$ cat src/rtl/vend_pkg.sv
// Shared definitions for the vending controller.
//   vend_state_e : controller states
//   SEL_*        : item index constants; SEL_CANCEL requests a refund
//   item_price() : price lookup for an item index
package vend_pkg;

  typedef enum logic [1:0] {
    IDLE     = 2'd0,
    COLLECT  = 2'd1,
    DISPENSE = 2'd2,
    CHANGE   = 2'd3
  } vend_state_e;

  localparam logic [1:0] SEL_ITEM0  = 2'd0;
  localparam logic [1:0] SEL_ITEM1  = 2'd1;
  localparam logic [1:0] SEL_ITEM2  = 2'd2;
  localparam logic [1:0] SEL_CANCEL = 2'd3;

  // The price table is passed in so the top-level parameters stay the
  // single source of truth. Cancel has no price.
  function automatic int unsigned item_price(input logic [1:0] sel,
                                             input int unsigned p0,
                                             input int unsigned p1,
                                             input int unsigned p2);
    case (sel)
      SEL_ITEM0: return p0;
      SEL_ITEM1: return p1;
      SEL_ITEM2: return p2;
      default:   return 0;
    endcase
  endfunction

endpackage

$ cat src/rtl/vend_change_pacer.sv
// Change pacer: after a start pulse, emits `count` one-cycle pulses on
// pulse_o, each followed by one gap cycle (1,0,1,0,...), and raises done_o
// during the final gap cycle. The caller owns any credit bookkeeping.
//   clk       : system clock, rising edge
//   reset     : synchronous, active-low reset
//   start_i   : load count_i; first pulse appears the following cycle
//   count_i   : number of units to pay out
//   pulse_o   : registered change pulse
//   done_o    : high in the last gap cycle of the payout
module vend_change_pacer #(
  parameter int unsigned CNT_W = 4
) (
  input  logic             clk,
  input  logic             reset,
  input  logic             start_i,
  input  logic [CNT_W-1:0] count_i,
  output logic             pulse_o,
  output logic             done_o
);

  logic             active_q;
  logic             pulse_q;
  logic [CNT_W-1:0] remain_q;

  // NOTE: state is updated with non-blocking assignments so every register
  // samples the pre-edge values, independent of statement order.
  always_ff @(posedge clk) begin
    if (!reset) begin
      active_q <= 1'b0;
      pulse_q  <= 1'b0;
      remain_q <= '0;
    end else if (start_i) begin
      active_q <= (count_i != '0);
      pulse_q  <= (count_i != '0);
      remain_q <= count_i;
    end else if (active_q) begin
      if (pulse_q) begin
        // Each pulse consumes one unit; the next cycle is its gap.
        pulse_q  <= 1'b0;
        remain_q <= remain_q - CNT_W'(1);
      end else if (remain_q != '0) begin
        pulse_q <= 1'b1;
      end else begin
        active_q <= 1'b0;
      end
    end
  end

  assign pulse_o = pulse_q;
  assign done_o  = active_q && !pulse_q && (remain_q == '0);

endmodule

$ cat src/rtl/vend_controller.sv
// Vending sequencer: accumulates coin credit, checks a selection against the
// price table, handshakes with the dispenser, then pays change one unit per
// two cycles through vend_change_pacer.
//   clk, reset      : clock (rising edge), synchronous active-low reset
//   coin_1, coin_2  : one-cycle coin pulses (1 and 2 units)
//   sel_valid/select: selection pulse; select 0..2 item, 3 cancel
//   disp_ack        : dispenser finished
//   disp_req/disp_item : dispense request held until disp_ack, item index
//   change_pulse    : one pulse per unit returned
//   coin_reject, sel_deny : one-cycle refusal pulses
//   credit, busy    : current credit; high in DISPENSE or CHANGE
// Optional: define VEND_TIMEOUT_EN to refund credit after TIMEOUT_CYC quiet
// cycles in COLLECT.
module vend_controller
  import vend_pkg::*;
#(
  parameter int unsigned CREDIT_W    = 4,
  parameter int unsigned MAX_CREDIT  = 9,
  parameter int unsigned PRICE0      = 3,
  parameter int unsigned PRICE1      = 4,
  parameter int unsigned PRICE2      = 5,
  parameter int unsigned TIMEOUT_CYC = 1000
) (
  input  logic                clk,
  input  logic                reset,
  input  logic                coin_1,
  input  logic                coin_2,
  input  logic                sel_valid,
  input  logic [1:0]          select,
  input  logic                disp_ack,
  output logic                disp_req,
  output logic [1:0]          disp_item,
  output logic                change_pulse,
  output logic                coin_reject,
  output logic                sel_deny,
  output logic [CREDIT_W-1:0] credit,
  output logic                busy
);

  localparam logic [CREDIT_W:0] MAX_C = (CREDIT_W+1)'(MAX_CREDIT);

  vend_state_e         state_q, state_d;
  logic [CREDIT_W-1:0] credit_q, credit_d;
  logic [1:0]          item_q, item_d;
  logic                disp_req_q, busy_q;
  logic                reject_q, reject_d;
  logic                deny_q, deny_d;

  logic [1:0]          coin_val;
  logic                coin_any;
  logic [CREDIT_W:0]   sum;
  logic [CREDIT_W:0]   price;
  logic                pace_start, pace_pulse, pace_done;
  logic                tmo_hit;

  // {coin_2, coin_1} is exactly 2*coin_2 + coin_1.
  assign coin_val = {coin_2, coin_1};
  assign coin_any = coin_1 | coin_2;
  // One extra bit so the MAX_CREDIT compare cannot be fooled by wrap-around.
  assign sum      = {1'b0, credit_q} + (CREDIT_W+1)'(coin_val);
  assign price    = (CREDIT_W+1)'(item_price(select, PRICE0, PRICE1, PRICE2));

  always_comb begin
    // NOTE: every signal gets a default before the case so that no path
    // leaves one unassigned, which would infer a latch.
    state_d  = state_q;
    credit_d = credit_q;
    item_d   = item_q;
    reject_d = 1'b0;
    deny_d   = 1'b0;
    case (state_q)
      IDLE: begin
        if (sel_valid && select != SEL_CANCEL) deny_d = 1'b1;
        if (coin_any) begin
          if (sum <= MAX_C) begin
            credit_d = sum[CREDIT_W-1:0];
            state_d  = COLLECT;
          end else begin
            reject_d = 1'b1;
          end
        end
      end
      COLLECT: begin
        if (sel_valid && select == SEL_CANCEL) begin
          state_d  = CHANGE;
          reject_d = coin_any;
        end else if (sel_valid && {1'b0, credit_q} >= price) begin
          credit_d = credit_q - price[CREDIT_W-1:0];
          item_d   = select;
          state_d  = DISPENSE;
          reject_d = coin_any;
        end else begin
          // A denied selection does not block a coin arriving alongside it.
          if (sel_valid) deny_d = 1'b1;
          if (coin_any) begin
            if (sum <= MAX_C) credit_d = sum[CREDIT_W-1:0];
            else              reject_d = 1'b1;
          end else if (!sel_valid && tmo_hit) begin
            state_d = CHANGE;
          end
        end
      end
      DISPENSE: begin
        reject_d = coin_any;
        if (disp_ack) state_d = (credit_q != '0) ? CHANGE : IDLE;
      end
      CHANGE: begin
        reject_d = coin_any;
        if (pace_pulse) credit_d = credit_q - CREDIT_W'(1);
        if (pace_done)  state_d  = IDLE;
      end
      default: state_d = IDLE;
    endcase
  end

  // The pacer is loaded with the credit held at the moment CHANGE is entered.
  assign pace_start = (state_d == CHANGE) && (state_q != CHANGE);

  vend_change_pacer #(
    .CNT_W (CREDIT_W)
  ) u_pacer (
    .clk     (clk),
    .reset   (reset),
    .start_i (pace_start),
    .count_i (credit_d),
    .pulse_o (pace_pulse),
    .done_o  (pace_done)
  );

  always_ff @(posedge clk) begin
    if (!reset) begin
      state_q    <= IDLE;
      credit_q   <= '0;
      item_q     <= 2'd0;
      disp_req_q <= 1'b0;
      busy_q     <= 1'b0;
      reject_q   <= 1'b0;
      deny_q     <= 1'b0;
    end else begin
      state_q    <= state_d;
      credit_q   <= credit_d;
      item_q     <= item_d;
      // Decoded from the next state so the outputs line up with the state.
      disp_req_q <= (state_d == DISPENSE);
      busy_q     <= (state_d inside {DISPENSE, CHANGE});
      reject_q   <= reject_d;
      deny_q     <= deny_d;
    end
  end

`ifdef VEND_TIMEOUT_EN
  localparam int unsigned TMO_W = $clog2(TIMEOUT_CYC + 1);
  logic [TMO_W-1:0] tmo_q;

  // The TIMEOUT_CYC-th consecutive quiet COLLECT cycle triggers the refund.
  assign tmo_hit = (tmo_q == TMO_W'(TIMEOUT_CYC - 1));

  always_ff @(posedge clk) begin
    if (!reset) begin
      tmo_q <= '0;
    end else if (state_q != COLLECT || coin_any || sel_valid || tmo_hit) begin
      tmo_q <= '0;
    end else begin
      tmo_q <= tmo_q + TMO_W'(1);
    end
  end
`else
  assign tmo_hit = 1'b0;
`endif

  assign disp_req     = disp_req_q;
  assign disp_item    = item_q;
  assign change_pulse = pace_pulse;
  assign coin_reject  = reject_q;
  assign sel_deny     = deny_q;
  assign credit       = credit_q;
  assign busy         = busy_q;

endmodule
$ cat config.mk
export PLATFORM = sky130hd
export DESIGN_NAME = vend_controller
export DESIGN_NICKNAME = d
export VERILOG_FILES = /design/src/rtl/vend_pkg.sv /design/src/rtl/vend_change_pacer.sv /design/src/rtl/vend_controller.sv
export SDC_FILE = /design/constraint.sdc
export NUM_CORES = 1
export LEC_CHECK = 0
export ABC_AREA = 1
export CAP_MARGIN = 20
export CELL_PAD_IN_SITES_DETAIL_PLACEMENT = 1
export CELL_PAD_IN_SITES_GLOBAL_PLACEMENT = 1
export CORE_MARGIN = 2
export CORE_UTILIZATION = 40
export DETAILED_ROUTE_END_ITERATION = 10
export PLACE_DENSITY_LB_ADDON = 0.15
export SYNTH_ARGS = -nofsm -noshare
export SYNTH_HDL_FRONTEND = slang
export SYNTH_SLANG_ARGS = --single-unit
$ cat constraint.sdc
create_clock -name clk -period 3.5 [get_ports clk]
set_clock_uncertainty 0.1 [all_clocks]
set_input_delay 0.525 -clock clk [delete_from_list [all_inputs] [get_ports clk]]
set_output_delay 0.525 -clock clk [all_outputs]
set_load 0.01 [all_outputs]
==> summary.txt, run 1 <==
Worst-Margin Slew - 0.447 ns
Slew headroom - 70.2%
Num CTS Buffers - 3
RSZ-0062 raised after global routing - no
syn nets - 249
setup TNS - 0 ns
hold_ws - 0.380 ns
Total GRT Usage - 22.6%
Post-Route WL - 4.37 mm
FF-to-FF path depth - 13
hold path endpoint - u_pacer.remain_q[1]
initial DRC count - 75
max-cap violation count - 0
synthesized flop and latch total - 18
Overflow after GRT - 0
final setup fails - 0
Slew Viols, Final - 0
io pins - 19
CP Data Arrival Time - 3.33 ns
Fmax achieved - 307 MHz
first-pass GRT wire length - 7.51 mm
Area contributors post-synth - dfxtp_1 23%, nand2_1 12%, ha_1 8.0%
top cell type by total area after synthesis - dfxtp_1
number of hold buffers added after cts - 0
power per standard cell area - 948 mW/mm^2
grt met1 use - 30.1%
Die Height - 66.6 um
fin cells - 298
Total Power - 1.75 mW
busiest layer in global routing - met2
crit share post-route - 93.0%
largest net degree at the start of global routing - 13
CTS tree - done
crit path launch type - input port
Finished Cell Area - 0.00184 mm^2
met3 usage - 3.72%
reg2reg end - u_pacer.active_q
clk_lat worst skew - 0.25 ns
Placed Area - 0.00179 mm^2
residual DRC count - 0
clock buffer depth - 2
worst hold path startpoint - u_pacer.remain_q[1]
Final Hold Vio Count - 0
RePlAce Congestion - 0.868
Die Area - 0.00443 mm^2
minimum clock period - 3.25 ns
clock slew at reported path FFs - 0.07 ns
Worst Path Required - 3.58 ns
hold path cells - 2
router iterations before antenna repair - 4
Post-DRT Antenna Nets - 0
layout cells sized above 1 - 14.8%
DR WL/cell - 14.7 um
library cells used by synthesis - 36
Final WS setup - 0.246 ns
most common cell in the netlist - nand2_1
IO Port Bufs - 18
Syn Inst Count - 229
row cnt - 22
outcome - complete, no violations
Post-synth EDFFs - 0
flop2flop setup slack - 0.73 ns
Max Fanout on Critical Path - 3
Initial Utilization - 42.2%
Yosys top cell area share - 23.0%
area grow syn2layout - 17.7%
Via Count - 1562
number of global-route vias before repair - 1593
DP Wirelength - 3.49 mm
clk sinks - 18
worst flop-to-flop path startpoint - credit[0]
placed insts - 294
nets - 271
Root Driver - clkbuf_8
final core utilization - 49.6%
die span in x - 66.6 um
Hold Path Class - flop to flop
Antenna Diode Count - 0
most frequent cells after synthesis - 50 x nand2_1, 30 x inv_1, 21 x nand3_1, 18 x dfxtp_1, 17 x nor2_1
VDD IR max - 0.510 mV
commonest register cell after synthesis - dfxtp_1
Placeable Area - 0.00372 mm^2
Leak - 0.876 nW
Async S/R FF share, synth - 0%
initial antenna violation count - 0
Vias/cell - 5.24
pre-CTS worst setup slack - 0.0166 ns
Mapped Area - 0.00157 mm^2
H-tree levels - 1
syn avg cell area - 6.84 um^2
# Post-CTS Setup Buffers - 0
Critical Setup Path Class - input port to flop
sequential-to-total area share from yosys stat - 23.0%
cts repair resizes - 0
Setup crit end kind - flop
met2 Track Usage GR - 38.4%
Synth Warn # - 0
state kept, by name, indices dropped and copies added (netlist names):
| register | count |
|---|---|
| busy | 1 |
| coin_reject | 1 |
| credit | 4 |
| disp_item | 2 |
| disp_req | 1 |
| sel_deny | 1 |
| state_q | 2 |
| u_pacer.active_q | 1 |
| u_pacer.pulse_o | 1 |
| u_pacer.remain_q | 4 |
critical path: stages:
cell,delay (ns)
clkdlybuf4s50_1,0.48
inv_1,0.07
ha_1,0.24
or2_2,0.30
ha_1,0.21
fa_1,0.39
o21a_1,0.18
a21oi_1,0.17
a21oi_1,0.09
a21oi_1,0.29
nor2_1,0.09
nand2_1,0.08
nand2_1,0.07
a21oi_1,0.14
logic make-up (layout without fill, tap and decap cells):
| group | count (synthesis) | count (layout) | share of synthesized area (%) |
|---|---|---|---|
| buf+inv | 41 | 62 | 12.2 |
| xor+xnor | 2 | 2 | 1.12 |
| fa+ha+maj | 12 | 12 | 10.5 |
| simple gates | 117 | 117 | 37.5 |
| flops | 18 | 18 | 23.0 |
| compound gates | 39 | 39 | 15.7 |
final cells by class:
type                       count  area [um^2]
clock buffer                   4         55.1
multi-input combinational    170         1010
timing repair buffer          21          203
fill                         516         1870
sequential                    18          360
tap                           48         60.1
inverter                      37          151
worst max-delay path by stage:
| stage | from | endpoint | slack, ns | depth (start not counted) |
|---|---|---|---|---|
| 3_5_place_dp | select[0] | u_pacer.active_q | 0.02 | 14 |
| 2_1_floorplan | select[0] | u_pacer.active_q | 0.86 | 13 |
| 5_1_grt | select[0] | u_pacer.active_q | 0.04 | 14 |
| 6_report | select[0] | u_pacer.active_q | 0.25 | 14 |
| 3_3_place_gp | select[0] | u_pacer.active_q | 0.05 | 14 |
| 4_1_cts | select[0] | u_pacer.active_q | 0.26 | 14 |
where the power goes:
group / switching [mW] / internal (mW)
clock: 0.0692 / 0.0999
sequential: 0.111 / 0.277
combinational: 0.725 / 0.466
total: 0.905 / 0.843
cells in the final DEF (no fill, tap or decap):
cell,synthesis,routed
o21ai_2,3,3
a31oi_1,2,2
nor3_1,2,2
o211ai_1,2,2
clkbuf_8,1,4
o21ai_0,7,7
o31ai_1,2,2
clkinv_8,1,1
inv_2,6,6
o22ai_1,1,1
clkdlybuf4s50_1,0,18
nand4_1,7,7
ha_1,10,10
nand2_2,7,7
nand3_1,21,21
nor2_4,3,3
dfxtp_1,18,18
and2_1,2,2
or2_2,2,2
fa_1,2,2
a211oi_1,1,1
a21oi_1,14,14
nand4_2,1,1
a21oi_4,1,1
buf_4,0,3
nand3_2,3,3
nand2_4,1,1
xor2_1,2,2
o21ai_1,2,2
o21bai_1,1,1
nand3b_4,1,1
a21oi_2,1,1
o21a_1,2,2
nand2_1,50,50
inv_1,30,30
nor2_1,17,17
layer usage:
| metal | up-vias | share of wire [%] |
|---|---|---|
| li1 | 798 | - |
| met2 | 18 | 47 |
| met3 | 4 | 2.4 |
| met1 | 742 | 50 |
| met5 | - | 0 |
| met4 | 0 | 0.78 |
Power figures use the tool's default switching activity.
==> run 2, diff against run 1 <==
Settings changed: CORE_ASPECT_RATIO set to 0.9, RECOVER_POWER set to 50.
==> run 2 against run 1 <==
Net effect:
- combinational power hardly changed
- die area hardly changed
- sequential cell count stayed put
- global-route usage is 1.1 points lower
- maximum frequency is 0.40% higher
- non-clock buffer count stayed put
- wire length is 2.3% higher
- count of clock-buffer cells in the layout stayed put
- utilization is 0.54 points lower
- sequential share of layout area is 0.13 points higher
- sequential power is 3% lower
==> summary.txt, run 2 (synthesis results as in run 1) <==
initial antenna violation count - 0 (unchanged)
fin cells - 296 (-0.67%)
switching share of power - 52.5% (+0.76 points)
number of hold buffers added after cts - 0 (unchanged)
Leak - 0.904 nW (+3.1%)
largest net degree at the start of global routing - 13 (unchanged)
# Post-CTS Setup Buffers - 0 (unchanged)
io pins - 19 (unchanged)
Vias/cell - 5.19 (-1.0%)
crit path launch type - input port
Setup crit end kind - flop
met3 wire len - 183 um (+78%)
Fmax achieved - 309 MHz (+0.40%)
Internal - 0.813 mW (-3.5%)
met2 wire length - 1.95 mm (-5.5%)
Overflow after GRT - 0 (unchanged)
Psw - 0.900 mW (-0.56%)
Top Family by Delay on Critical Path - adder cells
logic gate share of total power - 68.0% (-0.2 points)
minimum clock period - 3.24 ns (-0.0130 ns)
Antenna Diode Count - 0 (unchanged)
Slew headroom - 70.4% (+0.18 points)
Max stage delay cell, worst path - clkdlybuf4s50_1
row cnt - 21 (-4.5%)
Root Driver - clkbuf_8
number of global-route vias before repair - 1604 (+0.69%)
clock buffer depth - 2 (unchanged)
RePlAce Congestion - 0.815 (-6.1%)
M1 WL - 2.31 mm (+6.4%)
placed insts - 292 (-0.68%)
Final Hold Vio Count - 0 (unchanged)
H-tree levels - 1 (unchanged)
Post-Route WL - 4.47 mm (+2.3%)
final setup fails - 0 (unchanged)
most used cell, CP - a21oi_1
first-pass GRT wire length - 7.64 mm (+1.7%)
clk sinks - 18 (unchanged)
Via Count - 1536 (-1.7%)
Crit path largest cell delay - 0.49 ns (about the same)
IO Port Bufs - 18 (unchanged)
Worst Path Required - 3.59 ns (about the same)
Num CTS Buffers - 3 (unchanged)
crit share post-route - 92.6% (-0.37 points)
Clock power frac - 10.1% (+0.4 points)
Die Area - 0.00443 mm^2 (about the same)
RSZ-0062 raised after global routing - no
Initial Utilization - 42.0% (-0.17 points)
leading cell type in the layout, fill and taps excluded - nand2_1
Placeable Area - 0.00373 mm^2 (+0.40%)
DR WL/cell - 15.1 um (+3.0%)
cts repair resizes - 0 (unchanged)
commonest cells after routing, fill and taps aside - 50 x nand2_1, 30 x inv_1, 21 x nand3_1, 18 x dfxtp_1, 17 x nor2_1
CTS tree - done
layout cells sized above 1 - 14.0% (-0.80 points)
Reg power frac - 21.9% (-0.3 points)
clock slew at reported path FFs - 0.07 ns (about the same)
crit-path cells - clkdlybuf4s50_1, inv_1, ha_1, or2_2, ha_1, fa_1, o21a_1, a21oi_1, a21oi_1, a21oi_1, nor2_1, nand2_1, nand2_1, a21oi_1
initial DRC count - 83 (+11%)
Critical Setup Path Class - input port to flop
VDD IR max - 0.416 mV (-19%)
router iterations before antenna repair - 5 (+1)
max-cap violation count - 0 (unchanged)
Total GRT Usage - 21.5% (-1.1 points)
worst path bufs/invs - 2 (unchanged)
CP Data Arrival Time - 3.33 ns (about the same)
DP Wirelength - 3.60 mm (+3.3%)
hold_ws - 0.378 ns (-0.00206 ns)
Hold Path Class - flop to flop
outcome - complete, no violations
Die Height - 63.4 um (-4.8%)
area grow syn2layout - 16.9%
clk_lat worst skew - 0.26 ns (about the same)
nets - 271 (unchanged)
Max Fanout on Critical Path - 3 (unchanged)
Worst-Margin Slew - 0.444 ns (-0.00263 ns)
Slew Viols, Final - 0 (unchanged)
power per standard cell area - 935 mW/mm^2 (-1.3%)
residual DRC count - 0 (unchanged)
Post-DRT Antenna Nets - 0 (unchanged)
die span in x - 70.0 um (+5.1%)
Top Layer Used - met4
[run 2: cell types whose count changed in the layout (fill, tap and decap cells not counted), sizes merged]
| cell | change |
|---|---|
| buf | -1 |
| clkbuf | +1 |
| clkdlybuf4s50 | -11 |
| dlygate4sd3 | +11 |
[run 2: layout make-up]
| type | count | area [um^2] |
|---|---|---|
| flip-flops and latches | 18 | 360 |
| clock buffers | 4 | 55.1 |
| fillers | 496 | 1900 |
| inverters | 37 | 151 |
| repair buffers | 21 | 199 |
| multi-input cells | 170 | 1010 |
| well taps | 46 | 57.6 |
[run 2: worst paths after layout]
kind                             from                  end  slack (ns)  cells after the start
setup reg to reg            credit[0]     u_pacer.active_q        0.79                     14
hold / removal    u_pacer.remain_q[2]  u_pacer.remain_q[2]        0.38                      2
hold reg to reg   u_pacer.remain_q[2]  u_pacer.remain_q[2]        0.38                      2
setup / recovery            select[0]      u_pacer.pulse_o        0.26                     14
[run 2: power groups by stage]
stage / Clock [mW] / Sequential [mW] / Combinational (mW)
4_1_cts: 0.178 / 0.378 / 1.19
3_5_place_dp: 0 / 0.381 / 1.18
6_report: 0.173 / 0.375 / 1.17
3_3_place_gp: 0 / 0.383 / 1.17
2_1_floorplan: 0 / 0.366 / 0.853
5_1_grt: 0.186 / 0.390 / 1.31
[run 2: metal layers]
| metal | vias up | track usage, % |
|---|---|---|
| met5 | - | 0 |
| met4 | 0 | 4.81 |
| met3 | 5 | 3.52 |
| met2 | 35 | 34.6 |
| met1 | 700 | 30.2 |
| li1 | 796 | - |
[run 2: stage by stage]
| stage | TNS (ns) | cell area (um^2) | util, % | worst slack, ns | power (mW) |
|---|---|---|---|---|---|
| after floorplan | 0 | 1570 | - | 0.858 | 1.22 |
| after global placement | 0 | 1790 | 47.9 | 0.0455 | 1.55 |
| after detailed placement | -0.0183 | 1790 | 47.9 | -0.0183 | 1.56 |
| after CTS | 0 | 1840 | 49.4 | 0.245 | 1.75 |
| after global routing | 0 | 1830 | 49.1 | 0.0423 | 1.89 |
| final | 0 | 1830 | 49.1 | 0.259 | 1.71 |
[run 2: tightest hold or removal path: stages (launching register included)]
cell	delay, ns
dfxtp_1	0.32
nand2_1	0.06
a21oi_1	0.05
==> run 3, diff against run 2 <==
--- a/config.mk
+++ b/config.mk
@@ -14,4 +14,5 @@
 export CORE_UTILIZATION = 40
 export DETAILED_ROUTE_END_ITERATION = 10
+export GPL_TIMING_DRIVEN = 0
 export PLACE_DENSITY_LB_ADDON = 0.15
 export RECOVER_POWER = 50
==> constraint.sdc (replaced) <==
create_clock -name clk -period 3.5 [get_ports clk]
set_clock_uncertainty 0.1 [all_clocks]
set_input_delay 0.525 -clock clk [delete_from_list [all_inputs] [get_ports clk]]
set_output_delay 0.525 -clock clk [all_outputs]
set_load 0.02 [all_outputs]
==> run 3 against run 2 <==
Net effect:
- final cell count up 0.34%
- sequential power fell by 2%
- first-iteration DRC count grew 7.2%
- worst setup slack improved by 0.040 ns
- combinational power about the same
- die area unchanged
- design area increased by 1.4%
- clock power is essentially flat
- sequential share of layout area decreased by 0.27 points
- global-route usage grew 0.11 points
- via count up 2.8%
- hold slack got worse by 0.012 ns
- critical endpoint unchanged
- largest cell class unchanged
==> summary.txt, run 3 (synthesis results as in run 1) <==
outcome - complete, no violations
RSZ-0062 raised after global routing - no
Slew headroom - 62.4% (-8.0 points)
minimum clock period - 3.20 ns (-0.0397 ns)
setup TNS - 0 ns (unchanged)
CTS tree - done
first-pass GRT wire length - 7.63 mm (about the same)
Critical Setup Path Class - input port to flop
clock slew at reported path FFs - 0.07 ns (about the same)
cts repair resizes - 0 (unchanged)
crit share post-route - 91.5% (-1.1 points)
Vias/cell - 5.32 (+2.5%)
Num CTS Buffers - 3 (unchanged)
Placeable Area - 0.00373 mm^2 (unchanged)
Worst Path Required - 3.59 ns (about the same)
clk sinks - 18 (unchanged)
Antenna Diode Count - 0 (unchanged)
flop2flop setup slack - 0.80 ns (about the same)
initial DRC count - 89 (+7.2%)
die span in x - 70.0 um (unchanged)
Via Count - 1579 (+2.8%)
Post-Route WL - 4.28 mm (-4.3%)
layout cells sized above 1 - 14.3% (+0.34 points)
max-cap violation count - 0 (unchanged)
Post-DRT Antenna Nets - 0 (unchanged)
number of global-route vias before repair - 1582 (-1.4%)
clock buffer depth - 2 (unchanged)
final setup fails - 0 (unchanged)
leading cell type in the layout, fill and taps excluded - nand2_1
worst flop-to-flop path startpoint - credit[0]
Die Area - 0.00443 mm^2 (unchanged)
initial antenna violation count - 0 (unchanged)
Total GRT Usage - 21.6% (+0.11 points)
CP Data Arrival Time - 3.29 ns (-0.04 ns)
number of hold buffers added after cts - 0 (unchanged)
Overflow after GRT - 0 (unchanged)
DP Wirelength - 3.49 mm (-3.2%)
clk_lat worst skew - 0.25 ns (about the same)
nets - 272 (+0.37%)
hold path cells - 2 (unchanged)
Initial Utilization - 42.0% (unchanged)
Slew Viols, Final - 0 (unchanged)
Die Height - 63.4 um (unchanged)
crit path launch type - input port
commonest cells after routing, fill and taps aside - 51 x nand2_1, 30 x inv_1, 21 x nand3_1, 18 x dfxtp_1, 17 x nor2_1
worst hold path startpoint - u_pacer.remain_q[1]
DR WL/cell - 14.4 um (-4.6%)
VDD IR max - 0.412 mV (-0.86%)
RePlAce Congestion - 0.853 (+4.7%)
Setup crit end kind - flop
largest net degree at the start of global routing - 11 (-2)
Max Fanout on Critical Path - 3 (unchanged)
io pins - 19 (unchanged)
H-tree levels - 1 (unchanged)
reg2reg end - u_pacer.active_q
router iterations before antenna repair - 4 (-1)
FF-to-FF path depth - 14 (unchanged)
Final Hold Vio Count - 0 (unchanged)
residual DRC count - 0 (unchanged)
# Post-CTS Setup Buffers - 0 (unchanged)
Fmax achieved - 312 MHz (+1.2%)
hold path endpoint - u_pacer.remain_q[1]
power per standard cell area - 935 mW/mm^2 (about the same)
Hold Path Class - flop to flop
Total Power - 1.74 mW (+1.3%)
row cnt - 21 (unchanged)
IO Port Bufs - 18 (unchanged)
Root Driver - clkbuf_8
Worst-Margin Slew - 0.564 ns (+0.120 ns)
Leak - 0.913 nW (+1.0%)
area grow syn2layout - 18.5%
-- run 3: critical path, stage by stage --
cell and delay [ns]:
clkdlybuf4s50_1 0.51, inv_1 0.07, ha_1 0.23, or2_2 0.32, ha_1 0.22, fa_1 0.39, o21a_1 0.18, a21oi_1 0.14
a21oi_1 0.09, a21oi_1 0.26, nor2_1 0.08, nand2_1 0.07, nand2_1 0.07, a21oi_1 0.14
-- run 3: worst max-delay path by stage --
stage                           to      start  slack (ns)
3_3_place_gp       u_pacer.pulse_o  select[0]        0.06
5_1_grt        u_pacer.remain_q[1]  select[1]        0.05
4_1_cts            u_pacer.pulse_o  select[1]        0.28
3_5_place_dp       u_pacer.pulse_o  select[1]        0.04
6_report           u_pacer.pulse_o  select[1]        0.30
2_1_floorplan     u_pacer.active_q  select[0]        0.86
-- run 3: area by class of cell --
cell class / count / area (um^2)
Fill cell: 499 / 1870
Multi-Input combinational cell: 170 / 1010
Sequential cell: 18 / 360
Timing Repair Buffer: 18 / 180
Inverter: 37 / 151
Tap cell: 46 / 57.6
Clock buffer: 4 / 55.1
Buffer: 4 / 40.0
-- run 3: metal layers --
| metal | GRT usage [%] | vias up | part of all wire (%) |
|---|---|---|---|
| li1 | - | 798 | - |
| met1 | 28.7 | 749 | 49 |
| met2 | 36.8 | 30 | 46 |
| met5 | 0 | - | 0 |
| met4 | 4.33 | 0 | 0.63 |
| met3 | 4.00 | 2 | 4.2 |
-- run 3: power breakdown --
group,switching (mW),internal [mW],total (mW)
clock,0.0722,0.100,0.172
sequential,0.0908,0.277,0.368
combinational,0.751,0.444,1.20
-- run 3: through the flow --
stage / utilization, % / cells / cell area (um^2) / setup slack [ns] / hold WS [ns]
finish: 49.8 / 297 / 1860 / 0.299 / 0.365
global route: 49.8 / 297 / 1860 / 0.0470 / 0.392
floorplan: - / 229 / 1570 / 0.858 / 0.343
CTS: 49.8 / 297 / 1860 / 0.281 / 0.368
detailed placement: 48.4 / 293 / 1800 / 0.0362 / 0.356
global placement: 48.4 / 293 / 1800 / 0.0564 / 0.356
